`src/rtl/fwd_hazard_unit.sv`:
```
// Operand-forwarding and load-use hazard control for the ID/EX buffer, driven off a falling-edge shadow pipe.
// Optional performance counters are compiled in with `define FWD_HAZARD_PERF_EN.
module fwd_hazard_unit #(
  parameter int REG_W = 5,
  parameter int CNT_W = 32
) (
  input  logic             clk,
  input  logic             rst,
  input  logic             id_valid,
  input  logic [REG_W-1:0] id_rs1,
  input  logic [REG_W-1:0] id_rs2,
  input  logic             id_use_rs1,
  input  logic             id_use_rs2,
  input  logic [REG_W-1:0] id_rd,
  input  logic             id_RegWrite,
  input  logic             id_MemRead,
  input  logic             flush,
  input  logic             mem_busy,
  output logic             fwd_ex_1,
  output logic             fwd_mem_1,
  output logic             fwd_ex_2,
  output logic             fwd_mem_2,
  output logic             clear,
  output logic             stall
`ifdef FWD_HAZARD_PERF_EN
  ,
  output logic [CNT_W-1:0] perf_stall_cnt,
  output logic [CNT_W-1:0] perf_fwd_cnt,
  output logic [CNT_W-1:0] perf_flush_cnt
`endif
);

  typedef struct packed {
    logic             v;
    logic [REG_W-1:0] rd;
    logic             wr;
    logic             ld;
  } ex_slot_t;

  typedef struct packed {
    logic             v;
    logic [REG_W-1:0] rd;
    logic             wr;
  } mem_slot_t;

  ex_slot_t  ex_q;
  mem_slot_t mem_q;

  logic match_ex_1, match_ex_2, match_mem_1, match_mem_2;
  logic lu;
  logic stall_c, clear_c;

  // Register x0 is hard-wired, so a write to it never produces a forwardable value.
  assign match_ex_1  = id_valid & id_use_rs1 & (id_rs1 != '0) & ex_q.v  & ex_q.wr  & (ex_q.rd  == id_rs1);
  assign match_ex_2  = id_valid & id_use_rs2 & (id_rs2 != '0) & ex_q.v  & ex_q.wr  & (ex_q.rd  == id_rs2);
  assign match_mem_1 = id_valid & id_use_rs1 & (id_rs1 != '0) & mem_q.v & mem_q.wr & (mem_q.rd == id_rs1);
  assign match_mem_2 = id_valid & id_use_rs2 & (id_rs2 != '0) & mem_q.v & mem_q.wr & (mem_q.rd == id_rs2);

  assign lu = (match_ex_1 | match_ex_2) & ex_q.ld;

  always_comb begin
    stall_c = 1'b0;
    clear_c = 1'b0;
    if (mem_busy) begin
      stall_c = 1'b1;
    end else if (flush) begin
      clear_c = 1'b1;
    end else if (lu) begin
      stall_c = 1'b1;
      clear_c = 1'b1;
    end
  end

  // Outputs are forced low for as long as reset is held, independent of the clock.
  assign fwd_ex_1  = rst & match_ex_1 & ~ex_q.ld;
  assign fwd_ex_2  = rst & match_ex_2 & ~ex_q.ld;
  assign fwd_mem_1 = rst & match_mem_1 & ~match_ex_1;
  assign fwd_mem_2 = rst & match_mem_2 & ~match_ex_2;
  assign stall     = rst & stall_c;
  assign clear     = rst & clear_c;

  always_ff @(negedge clk or negedge rst) begin
    if (!rst) begin
      ex_q  <= '0;
      mem_q <= '0;
    end else if (!mem_busy) begin
      mem_q <= '{v: ex_q.v, rd: ex_q.rd, wr: ex_q.wr};
      if (clear_c) begin
        ex_q <= '0;
      end else begin
        ex_q <= '{v: id_valid, rd: id_rd, wr: id_RegWrite, ld: id_MemRead};
      end
    end
  end

`ifdef FWD_HAZARD_PERF_EN
  logic any_fwd;
  assign any_fwd = match_ex_1 & ~ex_q.ld | match_ex_2 & ~ex_q.ld | fwd_mem_1 | fwd_mem_2;

  // Saturating counters: they stick at all-ones rather than wrapping.
  always_ff @(negedge clk or negedge rst) begin
    if (!rst) begin
      perf_stall_cnt <= '0;
      perf_fwd_cnt   <= '0;
      perf_flush_cnt <= '0;
    end else if (!mem_busy) begin
      if (!flush && lu && perf_stall_cnt != '1) perf_stall_cnt <= perf_stall_cnt + 1'b1;
      if (any_fwd && perf_fwd_cnt != '1)        perf_fwd_cnt   <= perf_fwd_cnt + 1'b1;
      if (flush && perf_flush_cnt != '1)        perf_flush_cnt <= perf_flush_cnt + 1'b1;
    end
  end
`endif

endmodule
```
`config.mk`:
```
export PLATFORM = sky130hd
export DESIGN_NAME = fwd_hazard_unit
export DESIGN_NICKNAME = d
export VERILOG_FILES = /design/src/rtl/fwd_hazard_unit.sv
export SDC_FILE = /design/constraint.sdc
export NUM_CORES = 1
export LEC_CHECK = 0
export ABC_AREA = 1
export CORE_MARGIN = 2
export CORE_UTILIZATION = 47
export DETAILED_ROUTE_END_ITERATION = 7
export PLACE_DENSITY = 0.91
export SLEW_MARGIN = 20
export SYNTH_ARGS = -nofsm -noshare
export SYNTH_HDL_FRONTEND = slang
export SYNTH_SLANG_ARGS = --single-unit
```
`constraint.sdc`:
```
create_clock -name clk -period 2 [get_ports clk]
set_input_delay 0.4 -clock clk [delete_from_list [all_inputs] [get_ports clk]]
set_output_delay 0.4 -clock clk [all_outputs]
set_load 0.005 [all_outputs]
```
==> metrics.md, run 1 <==
| Metric | Value |
|---|---|
| Run status | `complete, but fails checks` |
| Failing checks | `setup timing` |
| Clk Latency, worst-skew pair | `0.28 ns` |
| Vias in the first global route | `1215` |
| Largest net degree at the start of global routing | `25` |
| Share of layout cells above drive strength 1 | `30.9%` |
| Synth Instances | `161` |
| IO Pins | `30` |
| Max-cap violation count | `0` |
| RSZ-0062 raised after global routing | `true` |
| Total core area | `0.00217 mm2` |
| Post-synth top area cell | `dfrtn_1` |
| Top-area cell type share of the netlist area | `35.5%` |
| DP HPWL | `2250 um` |
| Clock tree buffer depth | `2` |
| Worst EP arrival | `2.76 ns` |
| Average cell area after synthesis | `6.56 um2` |
| Chip Height | `51.4 um` |
| Pre-antenna DRT Iters | `4` |
| Final Setup Violations | `14` |
| Via density | `4.87` |
| Worst path cell trace | `nand2_2 > a21oi_2 > nand2_1 > nor2_1 > nand3_1 > nand2_2 > buf_4 > nand3_2 > a21oi_2 > buf_2` |
| CTS tree | `done` |
| PortBufs | `29` |
| Routed WL | `3010 um` |
| CP top delay family | `simple AND/OR/NAND/NOR gates` |
| Reg2reg start | `ex_q[1]$_DFFE_NN0N_` |
| Root buffer cell | `clkbuf_4` |
| # diodes | `0` |
| Pre-CTS setup slack | `-1.13 ns` |
| Worst Skew | `0.00450 ns` |
| Post-Syn Nets | `185` |
| Total GRT Usage | `24.7%` |
| Nets | `248` |
| Worst setup SP type | `flop` |
| Hold WC Path Type | `flop to flop` |
| # fillers | `187` |
| WS Path Type | `flop to output pin` |
| Routability Congestion | `0.925` |
| Synth top cells by count | `53 x nand2_1, 22 x inv_1, 15 x dfrtn_1, 15 x o21ai_0, 14 x nor2_1` |
| Min-delay src | `mem_q[0]$_DFFE_NN0N_` |
| Sw Ratio | `31.5%` |
| Share of flip-flops with an asynchronous set or reset | `100%` |
| Vias | `1222` |
| Clock share of power | `22.4%` |
| Critical path fanouts, max | `3` |
| Post-Syn Area | `0.00106 mm2` |
| WP buf/inv | `2` |
| H-Tree Depth | `1` |
| Die area | `0.00264 mm2` |
| First-pass GRT wire length | `4910 um` |
| Critical path origin | `ex_q[1]$_DFFE_NN0N_` |
| Most common cell in the netlist | `nand2_1` |
| Post-route setup slack | `-1.16 ns` |
| Initial antenna violation count | `0` |
| Req. time, crit path | `1.60 ns` |
| Hold Slack | `0.439 ns` |
| Maximum VDD drop | `0.421 mV` |
| Final Hold Violating Endpoints | `0` |
| Total CTS buffers | `3` |
| Lkg Pwr | `0.000894 uW` |
| Synth-to-layout area growth | `57.5%` |
| Pwr Density | `477 mW/mm2` |
| Die width | `51.4 um` |
| Total internal power | `543 uW` |
| Row cnt | `17` |
| Grt ovf | `0` |
| Max Slew Vio Count | `0` |
| Post-synth top flop | `dfrtn_1` |
| Worst Tran Pin Value | `0.317 ns` |
| Clock Pin Slew Worst Setup and Hold Paths | `0.07 ns` |
| NetSw | `250 uW` |
| Initial DRC Count | `25` |
| Ranking of synthesized cells by area | `dfrtn_1 36%, nand2_1 19%, inv_1 7.8%, o21ai_0 7.1%, xor2_1 6.6%` |
| Critical path capture point type | `output pin` |
| Crit-path slowest cell | `dfrtn_1` |
| Largest stage delay on the critical path | `0.45 ns` |
| Sequential share of power | `45.5%` |
| FF+latch count, synth | `15` |
| Ys Warns | `0` |
| # clock sinks | `15` |
| Netlist cell types | `22` |
| Logic gate share of total power | `32.1%` |
| EDFF count, synth | `0` |
| Slew headroom | `78.7%` |
| Starting Density | `48.7%` |
| # DRC | `0` |
| WL per Instance | `12.0 um` |
| Routed Antenna Nets | `0` |
| Seq/Total Area, Yosys | `35.5%` |
==> layout make-up <==
| class | instances | area, um2 | share of cell area (%) |
|---|---|---|---|
| Tap cell | 28 | 35.0 | 2.11 |
| Timing Repair Buffer | 61 | 505 | 30.4 |
| Clock buffer | 4 | 26.3 | 1.58 |
| Multi-Input combinational cell | 120 | 634 | 38.1 |
| Inverter | 23 | 86.3 | 5.19 |
| Sequential cell | 15 | 375 | 22.6 |
==> power groups by stage <==
| stage | logic [uW] | clock network [uW] | registers, uW |
|---|---|---|---|
| after floorplan | 108 | 0 | 362 |
| after global placement | 235 | 0 | 365 |
| after detailed placement | 241 | 0 | 367 |
| after CTS | 251 | 182 | 360 |
| after global routing | 282 | 187 | 365 |
| final | 255 | 178 | 361 |
==> path summary, 6_finish.rpt <==
check                                             to  slack (ns)  cells past startpoint
max in group asynchronous        ex_q[7]$_DFFE_NN0N_        0.33                      3
worst max-delay path                           stall       -1.16                     10
worst min register to register  mem_q[0]$_DFFE_NN0N_        0.44                      2
worst max register to register   ex_q[5]$_DFFE_NN0N_        0.37                     11
worst min-delay path            mem_q[0]$_DFFE_NN0N_        0.44                      2
min in group asynchronous        ex_q[1]$_DFFE_NN0N_        1.46                      3
==> flip-flops by register name (all words and copies together), names as in the netlist <==
register	cells
mem_q	7
ex_q	8
==> worst reg2reg max path: cells and delay by family (launching register included) <==
kind | cells | cell delay [ns]
buffers and inverters | 2 | 0.24
AO/OA/AOI/OAI | 2 | 0.20
flip-flops | 1 | 0.45
AND/OR/NAND/NOR | 7 | 0.60
==> logic make-up (layout without fill, tap and decap cells) <==
kind of cell	after synthesis	after routing	share of synthesized area (%)
buffers and inverters	26	88	9.60
xor gates and xnor gates	10	10	8.29
AOI/OAI and AO/OA	21	21	9.95
and+or+nand+nor	89	89	36.6
DFF	15	15	35.5
==> metrics by stage <==
step           utilization, %  instance area (um2)  cells  TNS (ns)  total power [uW]
2_1_floorplan               -                 1070    161     -4.75               470
3_3_place_gp             73.2                 1590    241    -16.49               600
3_5_place_dp             73.2                 1590    241    -16.88               608
4_1_cts                  75.8                 1640    250    -10.44               794
5_1_grt                  76.6                 1660    251    -12.15               835
6_report                 76.6                 1660    251    -10.95               793
==> routing by layer <==
| layer | part of all wire, % | wire length, um | GRT usage, % |
|---|---|---|---|
| met3 | 4.7 | 141 | 2.05 |
| met4 | 0.43 | 13 | 5.26 |
| met1 | 43 | 1290 | 29.4 |
| met5 | 0 | 0 | 0 |
| met2 | 52 | 1560 | 47.4 |
==> layout by cell type, fill, tap and decap left out, drive strengths merged <==
master | Yosys | routed
inv | 23 | 23
nor2 | 15 | 15
nand3b | 1 | 1
a21oi | 6 | 6
xor2 | 8 | 8
buf | 1 | 38
nand4 | 2 | 2
nand2 | 56 | 56
nor3 | 2 | 2
or3 | 1 | 1
clkdlybuf4s50 | 0 | 11
dfrtn | 15 | 15
nand3 | 9 | 9
or2 | 1 | 1
dlygate4sd2 | 0 | 12
nor4 | 2 | 2
xnor2 | 2 | 2
o21ai | 15 | 15
clkbuf | 2 | 4
==> what timing repair did <==
item,CTS,global route
resized for setup,51,5
endpoints found under the hold margin,0,0
pin swaps,11,6
setup buffers,15,2
endpoints found under the setup margin,21,14
hold buffers,0,0
(Power assumes the default switching activity.)
==> inputs of run 2 (changes only) <==
--- a/config.mk
+++ b/config.mk
@@ -8,6 +8,7 @@
 export ABC_AREA = 1
 export CORE_MARGIN = 2
 export CORE_UTILIZATION = 47
+export CTS_CLUSTER_DIAMETER = 50
 export DETAILED_ROUTE_END_ITERATION = 7
 export PLACE_DENSITY = 0.91
 export SLEW_MARGIN = 20
==> results of run 2 <==
The final DEF is identical to that of run 1; final timing and power are the same.
==> RTL change (settings of run 1) <==
Set the parameter `REG_W` to 10 (it was 5).
--- a/src/rtl/fwd_hazard_unit.sv
+++ b/src/rtl/fwd_hazard_unit.sv
@@ -1,7 +1,7 @@
 // Operand-forwarding and load-use hazard control for the ID/EX buffer, driven off a falling-edge shadow pipe.
 // Optional performance counters are compiled in with `define FWD_HAZARD_PERF_EN.
 module fwd_hazard_unit #(
-  parameter int REG_W = 5,
+  parameter int REG_W = 10,
   parameter int CNT_W = 32
 ) (
   input  logic             clk,
Ports: changed (resized id_rd, id_rs1 and id_rs2); port bits go from 30 to 45. No check against the original RTL was run, so the function may have changed too.
==> RTL change against run 1 <==
The run still ends with negative setup slack left. Routed wire length rose to 2.6 times the old value. Setup slack got worse by 120 ps. Area after synthesis up 75%. Critical path depth grew 3. Combinational power is 150% higher. Core utilization rose by 6.2 points. Highest routed layer unchanged. Cell area grew 85%. Power grew 97%. Sequential share of layout area down 2.2 points. Sequential cell count up 10.
==> RTL change: results (changes against run 1) <==
Status
  – Status: finished, violations left (unchanged)
  – Failing checks: negative setup slack (unchanged)

Global routing
  – First-pass GRT wire length: 11.5 mm (was 4.91 mm)
  – Vias in the first global route: 2,517 (was 1,215)
  – Pin count of the biggest net entering global routing: 27 (was 25)

Place
  – Number of I/O port buffers: 44 (was 29)
  – GPL Wtd Cong: 1.05 (was 0.925)
  – Detailed Place HPWL: 4.42 mm (was 2.25 mm)

Yosys
  – Register area share after synthesis: 33.9% (was 35.5%)
  – Ranking of synthesized cells by area: dfrtn_1 34%, nand2_1 18%, xnor2_1 8.1%, nor2_1 6.3%, o21ai_0 6.2% (was dfrtn_1 36%, nand2_1 19%, inv_1 7.8%, o21ai_0 7.1%, xor2_1 6.6%)
  – Synth unique cells: 26 (was 22)
  – Synth cell count leaders: 88 x nand2_1, 31 x nor2_1, 25 x dfrtn_1, 25 x inv_1, 23 x o21ai_0 (was 53 x nand2_1, 22 x inv_1, 15 x dfrtn_1, 15 x o21ai_0, 14 x nor2_1)
  – Yosys warning count: 0 (unchanged)
  – Post-Syn Nets: 321 (was 185)

Pwr
  – LEAKAGE: 1.56 nW (was 0.894 nW)
  – Max IR drop VDD: 0.000414 V (was 0.000421 V)

Drt
  – Starting DRT DRC Count: 323 (was 25)
  – Drt total wl: 7.87 mm (was 3.01 mm)
  – Vias per cell: 5.76 (was 4.87)
  – First drt pass iteration count: 6 (was 4)

Final layout
  – Regs by FF count: ex_q x13, mem_q x12 (was ex_q x8, mem_q x7)
  – Nets: 440 (was 248)
  – Filler Cells Inserted: 234 (was 187)
  – Number of flip-flops under the largest register name: 13 (was 8)
  – Layout cells sized above 1: 46.3% (was 30.9%)
  – Ant diodes: 0 (unchanged)

Hold path
  – Min-Delay Path Class: register to register (unchanged)
  – Min-delay src: mem_q[0] (unchanged)

CTS
  – Root Driver: clkbuf_8 (was clkbuf_4)

Critical path
  – R2R setup slack: -420 ps (was 370 ps)
  – Worst R2R End: ex_q[11] (was ex_q[5])
  – R2R depth: 20 (was 11)

STA
  – Worst Slack Setup Final: -1290 ps (was -1160 ps)
  – Final setup vio count: 19 (was 14)
  – Clock Skews: 1.37 ps (was 4.50 ps)
  – Worst slew margin: 77.1% (was 78.7%)
==> RTL change: layout make-up <==
| class | instances | area, sq um | share of cell area (%) |
|---|---|---|---|
| Timing Repair Buffer | 121 | 956 | 31.1 |
| Multi-Input combinational cell | 216 | 1260 | 41.0 |
| Sequential cell | 25 | 626 | 20.3 |
| Inverter | 34 | 130 | 4.23 |
| Tap cell | 48 | 60.1 | 1.95 |
| Clock buffer | 4 | 45.0 | 1.46 |
==> RTL change: kinds of logic after synthesis <==
group	count (synthesis)	synth area share (%)
flops	25	33.9
simple gates	158	37.0
mux	1	0.542
buf+inv	41	8.94
xor+xnor	20	9.48
compound gates	37	10.2
==> RTL change: worst max path at each step <==
stage | to | slack (ps) | depth (start not counted) | start
after floorplan | clear | -730 | 13 | ex_q[1]
after global placement | clear | -1260 | 13 | ex_q[7]
after detailed placement | clear | -1270 | 13 | ex_q[7]
after CTS | fwd_ex_1 | -1170 | 8 | ex_q[9]
after global routing | clear | -1370 | 13 | ex_q[7]
final | clear | -1290 | 13 | ex_q[7]
==> RTL change: per-layer routing <==
metal  vias to the layer above  GRT usage, %  routed length [um]
li1                       1134             -                   -
met1                      1172          39.7                2750
met2                       209          62.7                3890
met3                        65          5.91                 744
met4                         0          18.4                 487
met5                         -             0                   0
==> RTL change: through the flow <==
step	instances	TNS [ps]	instance area (sq um)	hold WS [ps]
final	448	-22980	3080	473
after CTS	444	-20610	3000	431
after detailed placement	416	-28330	2690	427
after floorplan	282	-7390	1880	410
after global placement	416	-26910	2690	424
after global routing	448	-23870	3080	521
==> RTL change: repair_timing <==
item	4_1_cts	5_1_grt
buffers inserted	24	6
resized for setup	153	38
pin swaps	31	26
gates cloned	1	0
endpoints found under the setup margin	31	22
endpoints found under the hold margin	0	0
==> RTL change: report_power, final <==
part | total (mW) | switching, mW | leakage (nW) | internal (mW)
Sequential | 0.613 | 0.0529 | 0.319 | 0.560
Clock | 0.322 | 0.178 | 0.0228 | 0.143
Combinational | 0.627 | 0.320 | 1.22 | 0.307
Total | 1.56 | 0.551 | 1.56 | 1.01
==> RTL change: critical path, cell delays in order (launching register included) <==
cell	delay [ps]
dfrtn_1	480
inv_2	90
nand2_2	90
nand2_1	70
nor2_1	120
nand2_1	90
nor2_2	100
nand3_2	80
nand2_2	100
nand2_2	80
nand2_4	90
nand2_4	40
nor2_2	60
buf_2	110
